## src/rtl/parking_gate_sequencer.sv

```systemverilog
// rtl/parking_gate_sequencer.sv - per-lane timed gate sequences with a round-robin save arbiter
// Optional feature macro: PGS_RETRIGGER_EN (a press on a busy lane restarts its sequence).
module parking_gate_sequencer #(
    parameter int CHANNELS        = 2,
    parameter int CNT_W           = 12,
    parameter int IDX_W           = 1,
    parameter int ENTRY_TICKS     = 2000,
    parameter int EXIT_SHOW_TICKS = 2000,
    parameter int EXIT_PAY_TICKS  = 2000
) (
    input  logic                  ms,
    input  logic                  rst,
    input  logic [CHANNELS-1:0]   press,
    input  logic [CHANNELS-1:0]   is_out,
    output logic [3*CHANNELS-1:0] state,
    output logic [CHANNELS-1:0]   busy,
    output logic                  save_valid,
    input  logic                  save_ready,
    output logic [IDX_W-1:0]      save_chan,
    output logic                  save_is_out,
    output logic                  overflow
);
    typedef enum logic [2:0] {
        S_IDLE  = 3'd0,
        S_ENTRY = 3'd1,
        S_SHOW  = 3'd2,
        S_PAY   = 3'd3
    } lane_state_t;

`ifdef PGS_RETRIGGER_EN
    localparam bit RETRIGGER = 1'b1;
`else
    localparam bit RETRIGGER = 1'b0;
`endif

    localparam logic [CNT_W-1:0] ENTRY_LOAD = CNT_W'(ENTRY_TICKS - 1);
    localparam logic [CNT_W-1:0] SHOW_LOAD  = CNT_W'(EXIT_SHOW_TICKS - 1);
    localparam logic [CNT_W-1:0] PAY_LOAD   = CNT_W'(EXIT_PAY_TICKS - 1);

    lane_state_t         st_q  [CHANNELS];
    lane_state_t         st_d  [CHANNELS];
    logic [CNT_W-1:0]    cnt_q [CHANNELS];
    logic [CNT_W-1:0]    cnt_d [CHANNELS];
    logic [CHANNELS-1:0] press_q, start, dir_q, dir_d, done;
    logic [CHANNELS-1:0] pend_q, pend_d, pdir_q, pdir_d;
    logic [IDX_W-1:0]    rr_q, rr_d, gnt_q, search_idx;
    logic                locked_q, ovf_d, xfer, found;

    assign start = press & ~press_q;

    always_comb begin : lane_next
        done = '0;
        for (int i = 0; i < CHANNELS; i++) begin
            st_d[i]  = st_q[i];
            cnt_d[i] = cnt_q[i];
            dir_d[i] = dir_q[i];
            if (start[i] && (st_q[i] == S_IDLE || RETRIGGER)) begin
                dir_d[i] = is_out[i];
                st_d[i]  = is_out[i] ? S_SHOW : S_ENTRY;
                cnt_d[i] = is_out[i] ? SHOW_LOAD : ENTRY_LOAD;
            end else begin
                case (st_q[i])
                    S_ENTRY, S_PAY: begin
                        if (cnt_q[i] != '0) begin
                            cnt_d[i] = cnt_q[i] - 1'b1;
                        end else begin
                            st_d[i] = S_IDLE;
                            done[i] = 1'b1;
                        end
                    end
                    S_SHOW: begin
                        if (cnt_q[i] != '0) begin
                            cnt_d[i] = cnt_q[i] - 1'b1;
                        end else begin
                            st_d[i]  = S_PAY;
                            cnt_d[i] = PAY_LOAD;
                        end
                    end
                    default: ;
                endcase
            end
        end
    end

    // First pending lane at or after rr, searched cyclically.
    always_comb begin : rr_search
        search_idx = '0;
        found      = 1'b0;
        for (int k = 0; k < CHANNELS; k++) begin
            if (!found && pend_q[(int'(rr_q) + k) % CHANNELS]) begin
                found      = 1'b1;
                search_idx = IDX_W'((int'(rr_q) + k) % CHANNELS);
            end
        end
    end

    // A presented but unaccepted request stays locked until it transfers.
    assign save_valid  = |pend_q;
    assign save_chan   = locked_q ? gnt_q : search_idx;
    assign save_is_out = save_valid & pdir_q[save_chan];
    assign xfer        = save_valid & save_ready;

    always_comb begin : save_next
        pend_d = pend_q;
        pdir_d = pdir_q;
        ovf_d  = overflow;
        rr_d   = rr_q;
        if (xfer) begin
            pend_d[save_chan] = 1'b0;
            rr_d = (int'(save_chan) == CHANNELS - 1) ? '0 : save_chan + 1'b1;
        end
        for (int i = 0; i < CHANNELS; i++) begin
            if (done[i]) begin
                if (pend_d[i]) begin
                    ovf_d = 1'b1;
                end else begin
                    pend_d[i] = 1'b1;
                    pdir_d[i] = dir_q[i];
                end
            end
        end
    end

    always_ff @(posedge ms or posedge rst) begin
        if (rst) begin
            for (int i = 0; i < CHANNELS; i++) begin
                st_q[i]  <= S_IDLE;
                cnt_q[i] <= '0;
            end
            press_q  <= '0;
            dir_q    <= '0;
            pend_q   <= '0;
            pdir_q   <= '0;
            rr_q     <= '0;
            gnt_q    <= '0;
            locked_q <= 1'b0;
            overflow <= 1'b0;
        end else begin
            for (int i = 0; i < CHANNELS; i++) begin
                st_q[i]  <= st_d[i];
                cnt_q[i] <= cnt_d[i];
            end
            press_q  <= press;
            dir_q    <= dir_d;
            pend_q   <= pend_d;
            pdir_q   <= pdir_d;
            rr_q     <= rr_d;
            gnt_q    <= save_chan;
            locked_q <= save_valid & ~save_ready;
            overflow <= ovf_d;
        end
    end

    always_comb begin : pack_outputs
        state = '0;
        busy  = '0;
        for (int i = 0; i < CHANNELS; i++) begin
            state[3*i +: 3] = st_q[i];
            busy[i]         = (st_q[i] != S_IDLE);
        end
    end
endmodule

```

## config.mk

```make
export PLATFORM = sky130hd
export DESIGN_NAME = parking_gate_sequencer
export DESIGN_NICKNAME = d
export VERILOG_FILES = /design/src/rtl/parking_gate_sequencer.sv
export SDC_FILE = /design/constraint.sdc
export NUM_CORES = 1
export LEC_CHECK = 0
export CORE_ASPECT_RATIO = 1.5
export CORE_MARGIN = 10
export CORE_UTILIZATION = 40
export CTS_CLUSTER_DIAMETER = 200
export DETAILED_ROUTE_END_ITERATION = 6
export SLEW_MARGIN = 10
export SYNTH_ARGS = -nofsm -noshare
export SYNTH_HDL_FRONTEND = slang
export SYNTH_SLANG_ARGS = --single-unit
```

## constraint.sdc

```tcl
create_clock -name ms -period 3.65 [get_ports ms]
set_input_delay 0.9125 -clock ms [delete_from_list [all_inputs] [get_ports ms]]
set_output_delay 0.9125 -clock ms [all_outputs]
set_load 0.02 [all_outputs]
```

Yosys cells after proc, flatten, opt, wreduce, memory -nomap -nowiden. Cells that the tools add are included.

Register bits after elaboration: 42. Latch bits: 0. RAM bits: 0. Memory bits (read-only): 0. Input port bits: 7. Output and inout port bits: 12. Logic and storage cells: 112. Memories: 0.

Add/sub/neg operators: 4. Multipliers: 0. Div/mod/pow operators: 0. Magnitude comparators: 4. Eq/ne operators: 12. Shift operators: 0. Muxes and demuxes: 45. Bitwise gates (word level): 11. Reductions and logical operators: 22.

Operators with widths (number): $mux 12 (6); $pmux 12 s2 (2); $mux 1 (25); $reduce_bool 12->1 (2); $sub 12x1->12 const B (2); $mux 3 (6); $ne 3x3->1 const B (6); $eq 3x2->1 const B (4); $pmux 3 s2 (2); $reduce_bool 3->1 (4); $reduce_and 2->1 (4); $eq 3x1->1 const B (2); $logic_not 3->1 (2); $mux 2 (3); $reduce_and 3->1 (2); $reduce_or 2->1 (3); $and 2x2->2 (2); $logic_and 1x1->1 (4); $lt 1x2->1 const B (2); $not 2->2 (2); $and 1x1->1 (3); $lt 2x3->1 const B (1); $not 1->1 (3); $add 1x1->1 const B (2); 4 further kinds (4).

Longest topological paths before layout. Gate-level depths: netlist (run 1).

Depth after elaboration: 19. Gate-level depth with buffers: 9. Mapped depth without buffers: 7.

Least setup slack after synthesis (run 1). OpenSTA, ideal clock, no wires.

Kind: reg-to-output. From: register pend_q[0]. To: output port save_is_out. Arrival: 1449 ps. Required time: 2738 ps. Setup slack: 1289 ps. Cell stages (with the launch flop): 5. Path buffers: 0. Cells stage by stage: dfrtp_1 -> nor2b_1 -> o21ai_1 -> mux2i_1 -> nor2_1.

Longest elaborated chain between the ends: 10. Elaborated cells on any way between the ends: 15. Classes of those cells: mux (11); bitwise (1); reduce/logical (3).

Ends and longest elaborated chain: start: declaration (RTL line 45) `logic [CHANNELS-1:0] pend_q, pend_d, pdir_q, pdir_d;`; start signal: assignment (RTL line 145) `pend_q <= pend_d;`; $mux 1 (implied by the code) (2 in a row) (RTL line 90) `if (!found && pend_q[(int'(rr_q) + k) % CHANNELS]) begin`; $mux 1 (RTL line 90); $logic_not 1->1 (RTL line 90); $logic_and 1x1->1 (RTL line 90); $mux 1 * (RTL line 90); $mux 1 * (RTL line 99) `assign save_chan = locked_q ? gnt_q : search_idx;`; via save_chan (RTL line 19) `output logic [IDX_W-1:0] save_chan,`; $mux 1 (implied by the code) * (2 in a row) (RTL line 100) `assign save_is_out = save_valid & pdir_q[save_chan];`; $and 1x1->1 * (RTL line 100); end: declaration (RTL line 20) `output logic save_is_out,`.

Mark *: on every way through the listed nets, which the timed path passes. The rest lies on a longest branch. The select of a mux whose other input is x is not followed.

Worst setup path in the final report (run 1).
From: register pend_q[0]. To: output port save_is_out.

Longest elaborated chain between the ends: 10. Elaborated cells on any way between the ends: 15. Classes of those cells: mux (11); bitwise (1); reduce/logical (3).

Ends and longest elaborated chain (RTL line): $mux 1 (implied by the code) (2 in a row) (90); $mux 1 (90); $logic_not 1->1 (90); $logic_and 1x1->1 (90); $mux 1 (90); $mux 1 (99); $mux 1 (implied by the code) (2 in a row) (100); $and 1x1->1 * (100).

Mark *: on every way between the ends. The rest lies on a longest branch, timed or not. The select of a mux whose other input is x is not followed.

==> results of run 1 <==
==> cell usage in the layout, fill, tap and decap left out, drive strengths merged, types with 5 or more instances in the layout <==
master	n
nand2	31
dfrtp	40
xor2	14
o21ai	6
nor2	21
clkdlybuf4s50	16
clkbuf	5
nor3	5
nand4	8
inv	14
a21oi	7
nand3	10
==> cells by family (layout without fill, tap and decap cells) <==
kind of cell | after synthesis | count (layout)
adder cells (fa/ha/maj) | 4 | 4
AO/OA/AOI/OAI | 26 | 26
other | 1 | 2
flip-flops | 40 | 40
buffers and inverters | 19 | 38
XOR/XNOR | 16 | 16
AND/OR/NAND/NOR | 104 | 104
multiplexers | 4 | 4
==> state kept, by name, indices dropped and copies added, names as in the netlist <==
| name | count |
|---|---|
| pend_q | 2 |
| gnt_q | 1 |
| press_q | 2 |
| state | 4 |
| locked_q | 1 |
| cnt_q | 24 |
| rr_q | 1 |
| dir_q | 2 |
| pdir_q | 2 |
| overflow | 1 |
==> stage by stage <==
stage                     hold slack [ns]  utilization [%]  total power [mW]  instances
after floorplan                     0.440                -             0.808        215
after global placement              0.468             45.9             0.887        292
after detailed placement            0.479             45.9             0.890        292
after CTS                           0.498             48.3              1.27        300
after global routing                0.511             48.3              1.34        300
final                               0.493             48.3              1.25        300
==> routing by layer <==
metal,vias up,global-route usage [%],wire [um]
met5,-,0,0
met4,0,4.76,98
met3,10,3.60,168
met2,26,19.2,2280
met1,744,10.8,1710
li1,773,-,-
==> critical path, stage by stage, from the launching register on <==
cell and delay (ns):
dfrtp_1 0.40, nor2b_1 0.13, o21ai_1 0.36, mux2i_1 0.13, nor2_1 0.10, clkdlybuf4s50_1 0.61
==> worst min path at each step <==
stage,from,to,slack [ns],cells past startpoint
2_1_floorplan,dir_q[0],dir_q[0],0.44,2
3_3_place_gp,rr_q,rr_q,0.47,2
3_5_place_dp,dir_q[0],dir_q[0],0.48,2
4_1_cts,rr_q,rr_q,0.50,2
5_1_grt,rr_q,rr_q,0.51,2
6_report,dir_q[0],dir_q[0],0.49,2
==> final cells by class <==
cell class	instances	area (sq um)
repair buffers	17	168
flip-flops and latches	40	1000
inverters	13	48.8
clock inverters	3	46.3
clock buffers	5	68.8
fillers	503	2530
well taps	66	82.6
multi-input cells	156	943
==> power by group <==
part           switching [mW]  total, mW  leakage (nW)  internal, mW
Combinational           0.136      0.265         0.484         0.129
Sequential             0.0834      0.613         0.491         0.530
Clock                   0.167      0.373        0.0548         0.206
==> flow_metrics.env, run 1 <==
export IMPL_ys_warn_count=0
export IMPL_syn_area_per_cell_sq_um=9.48
export IMPL_dpl_hpwl_um=3120
export IMPL_synth_simple_area_share_pct=26.0
export IMPL_grt_ovfl_total=0
export IMPL_setup_viol=0
export IMPL_synthTopCellsByCount="dfrtp_1 (40), nand2_1 (31), nor2_1 (21)"
export IMPL_num_vias=1553
export IMPL_yosysUniqueCellTypes=47
export IMPL_antenna_found_initial=0
export IMPL_clk_pin_slew_worst_paths_ns=0.09
export IMPL_synth_seq_area_share_pct=49.4
export IMPL_drt_wl_total_um=4260
export IMPL_max_clock_path_buffers=2
export IMPL_die_x_um=78.1
export IMPL_post_cts_buffers=0
export IMPL_cts_sinks=40
export IMPL_die_y_um=107
export IMPL_grt_pass1_wl_um=7280
export IMPL_synth_xor_area_share_pct=6.91
export IMPL_grt_pass1_vias=1620
export IMPL_grt_max_degree=41
export IMPL_synth_compound_area_share_pct=8.57
export IMPL_grt_total_usage_pct=10.7
export IMPL_placed_area_sq_mm=0.00224
export IMPL_critPathArrivalTime_ns=2.02
export IMPL_core_area_sq_mm=0.00489
export IMPL_cts_tree="yes"
export IMPL_first_iter_violations=50
export IMPL_p_leak_nw=1.03
export IMPL_synth_top_area_cell="dfrtp_1"
export IMPL_worstSetupStartpointType="flip-flop"
export IMPL_finalCritPeriodShare_pct=80.4
export IMPL_tns_ns=0
export IMPL_muxShareOfSynthArea_pct=2.16
export IMPL_cts_buffers=5
export IMPL_synth_area_sq_mm=0.00203
export IMPL_drive_gt1_share_pct=5.98
export IMPL_fin_crit_ns=2.93
export IMPL_via_per_inst=5.18
export IMPL_fin_worst_skew_ns=0.0108
export IMPL_hold_violations=0
export IMPL_wire_per_inst_um=14.2
export IMPL_insertion_delay_ns=0.30
export IMPL_worst_r2r_endpoint="cnt_q[12]"
export IMPL_nets=244
export IMPL_r2r_start="cnt_q[16]"
export IMPL_cp_end_kind="output pin"
export IMPL_cts_htree_levels=2
export IMPL_hold_buffers=0
export IMPL_cp_data_required_time_ns=2.74
export IMPL_tightest_slew_ns=0.935
export IMPL_peakVddDrop_uv=241
export IMPL_synth_top_cell_area_share_pct=49.4
export IMPL_initial_core_util_pct=41.5
export IMPL_rr_worst_depth=5
export IMPL_num_antenna_cells=0
export IMPL_gp_congestion=0.830
export IMPL_pin_count=19
export IMPL_synthAdderAreaFrac_pct=2.47
export IMPL_final_max_slew_viol_count=0
export IMPL_relSlewSlack_pct=37.1
export IMPL_rsz0062_at_grt="false"
export IMPL_critPathCapture="save_is_out"
export IMPL_area_growth_pct=16.3
export IMPL_root_buffer="clkbuf_8"
export IMPL_portBuffers=16
export IMPL_hold_path_class="reg2reg"
export IMPL_num_rows=31
export IMPL_dr_pass1_iters=4
export IMPL_synth_seq_cells=40
export IMPL_maxCapViolCount=0
export IMPL_synth_edff_count=0
export IMPL_max_freq_mhz=341
export IMPL_postSynthCellCount=214
export IMPL_synthTopCellsByArea="dfrtp_1 (49%), xor2_1 (6.0%), nand2_1 (5.7%), nor2_1 (3.9%), ha_1 (2.5%)"
export IMPL_antenna_left=0
export IMPL_p_per_area_mw_per_mm2=531
export IMPL_critPathKind="reg2out"
export IMPL_synthArstFlopShare_pct=100
export IMPL_die_area_sq_mm=0.00838
export IMPL_synth_top_family_by_area="simple AND/OR/NAND/NOR gates"
export IMPL_place_ws_ns=0.897
export IMPL_cts_resized=0
export IMPL_ff2ff_setup_slack_ns=1.14
export IMPL_drc=0
export IMPL_synth_most_common_cell="dfrtp_1"
export IMPL_fin_area_sq_mm=0.00236
export IMPL_status="complete, no violations"
export IMPL_worstPathMaxFanout=6
export IMPL_ys_flop_type="dfrtp_1"
export IMPL_crit_path_start="pend_q[0]"
export IMPL_fin_ws_ns=0.715
(Power assumes the default switching activity.)
==> inputs of run 2 (changes only) <==
clock period = 2.4 ns   (was 3.65 ns; I/O delays follow)
==> run 2 against run 1 <==
  * Setup slack got worse by 0.59 ns
  * First-iteration DRC count increased by 120%
  * Routed wire length rose by 3.5%
  * Largest power group unchanged
  * Critical endpoint is now pdir_q[1]
  * Final cell count grew 5.7%
  * Register-to-register slack got worse by 1.0 ns
  * Critical path type is now reg2reg
==> flow_metrics.env, run 2 (synthesized netlist as in run 1, its figures left out) <==
export IMPL_first_iter_violations=111
export IMPL_dr_pass1_iters=4
export IMPL_final_util_pct=50.8
export IMPL_antenna_found_initial=0
export IMPL_final_common_cell="dfrtp_1"
export IMPL_initial_core_util_pct=41.5
export IMPL_grt_pass1_vias=1648
export IMPL_clk_pin_slew_worst_paths_ns=0.09
export IMPL_num_vias=1636
export IMPL_drc=0
export IMPL_rsz0062_at_grt="false"
export IMPL_critPathKind="reg2reg"
export IMPL_pin_count=19
export IMPL_nets=261
export IMPL_critPathTopFamily="simple AND/OR/NAND/NOR gates"
export IMPL_antenna_left=0
export IMPL_setup_viol=0
export IMPL_cp_data_required_time_ns=2.59
export IMPL_die_y_um=107
export IMPL_placed_area_sq_mm=0.00236
export IMPL_crit_path_top_delay_cell="or4b_1"
export IMPL_critPathArrivalTime_ns=2.47
export IMPL_grt_max_degree=41
export IMPL_die_area_sq_mm=0.00838
export IMPL_gp_congestion=0.856
export IMPL_grt_total_usage_pct=11.1
export IMPL_worstSetupStartpointType="flip-flop"
export IMPL_holdCritStartpoint="rr_q"
export IMPL_rr_worst_depth=7
export IMPL_dpl_hpwl_um=3300
export IMPL_crit_buf_inv=2
export IMPL_max_freq_mhz=440
export IMPL_worst_r2r_endpoint="pdir_q[1]"
export IMPL_tightest_slew_ns=0.819
export IMPL_drive_gt1_share_pct=12.7
export IMPL_core_area_sq_mm=0.00489
export IMPL_hold_violations=0
export IMPL_cp_end_kind="flip-flop"
export IMPL_fin_crit_ns=2.28
export IMPL_grt_pass1_wl_um=7620
export IMPL_largest_register_ff_count=24
export IMPL_holdWs_ns=0.488
export IMPL_ff2ff_setup_slack_ns=0.12
export IMPL_insertion_delay_ns=0.30
export IMPL_path_cells="inv_2 -> ha_1 -> or4b_1 -> or4_1 -> buf_4 -> nor2_1 -> mux2_2"
export IMPL_grt_ovfl_total=0
export IMPL_maxCapViolCount=0
export IMPL_final_cell_mix="dfrtp_1 (40), nand2_1 (31), nor2_1 (21), buf_4 (18)"
export IMPL_hold_path_class="reg2reg"
export IMPL_cts_tree="yes"
export IMPL_status="complete, no violations"
export IMPL_worstPathMaxFanout=14
export IMPL_drt_wl_total_um=4410
export IMPL_p_leak_nw=1.12
export IMPL_wire_per_inst_um=13.9
export IMPL_regMostFlops="cnt_q"
export IMPL_cts_buffers=5
export IMPL_peakVddDrop_uv=330
export IMPL_crit_path_max_incr_delay_ns=0.48
export IMPL_hold_path_depth=2
export IMPL_finalCritPeriodShare_pct=94.8
export IMPL_portBuffers=16
export IMPL_fin_area_sq_mm=0.00248
export IMPL_final_max_slew_viol_count=0
export IMPL_cts_sinks=40
export IMPL_tns_ns=0
export IMPL_fin_worst_skew_ns=0.0143
export IMPL_fin_ws_ns=0.125
export IMPL_hold_path_endpoint="rr_q"
export IMPL_finalPower_mw=1.96
export IMPL_relSlewSlack_pct=45.2
export IMPL_cts_htree_levels=2
export IMPL_p_per_area_mw_per_mm2=790
export IMPL_die_x_um=78.1
export IMPL_final_cells=317
export IMPL_num_antenna_cells=0
export IMPL_num_rows=31
export IMPL_area_growth_pct=22.5
export IMPL_r2r_start="cnt_q[0]"
export IMPL_max_clock_path_buffers=2
export IMPL_place_ws_ns=0.0411
export IMPL_dp_cells=308
export IMPL_via_per_inst=5.16
export IMPL_root_buffer="clkbuf_8"
==> run 2: cell count changes in the layout (fill, tap and decap cells not counted), sizes merged <==
cell and delta:
dlygate4sd2 +2, clkdlybuf4s50 -2, buf +17
==> run 2: worst max-delay path by stage <==
stage | slack, ns | start | to | cells past startpoint
6_report | 0.12 | cnt_q[0] | pdir_q[1] | 7
5_1_grt | 0.007 | cnt_q[0] | pdir_q[1] | 7
4_1_cts | 0.09 | cnt_q[0] | pdir_q[1] | 7
3_5_place_dp | 0.04 | press[1] | cnt_q[1] | 6
3_3_place_gp | 0.06 | press[0] | cnt_q[19] | 5
2_1_floorplan | 0.27 | cnt_q[6] | cnt_q[10] | 7
==> run 2: tightest hold or removal path, cell delays in order (launching register included) <==
cell and delay [ns]:
dfrtp_1 0.36, nand2_1 0.05, o21ai_0 0.06
==> run 2: per-layer routing <==
metal  up-vias  global-route usage, %  wire length, um
li1        812                      -                -
met4         0                   5.91               99
met2        36                   19.3             2380
met5         -                      0                0
met1       778                   11.9             1740
met3        10                   3.01              186
==> run 2: final cells by class <==
class | instances | area, sq um
Fill cell | 481 | 2400
Timing Repair Buffer | 34 | 293
Clock buffer | 5 | 68.8
Tap cell | 66 | 82.6
Multi-Input combinational cell | 156 | 943
Inverter | 13 | 48.8
Sequential cell | 40 | 1000
Clock inverter | 3 | 46.3
==> run 2: repair_timing <==
action,4_1_cts,5_1_grt
resized for setup,2,1
endpoints found under the setup margin,2,1
pin swaps,0,0
setup buffers,0,1
hold buffers,0,0
==> run 2: power by group <==
part | switching [mW] | total (mW) | internal [mW]
logic | 0.234 | 0.471 | 0.237
clock network | 0.256 | 0.570 | 0.313
registers | 0.116 | 0.922 | 0.806
total | 0.606 | 1.96 | 1.36
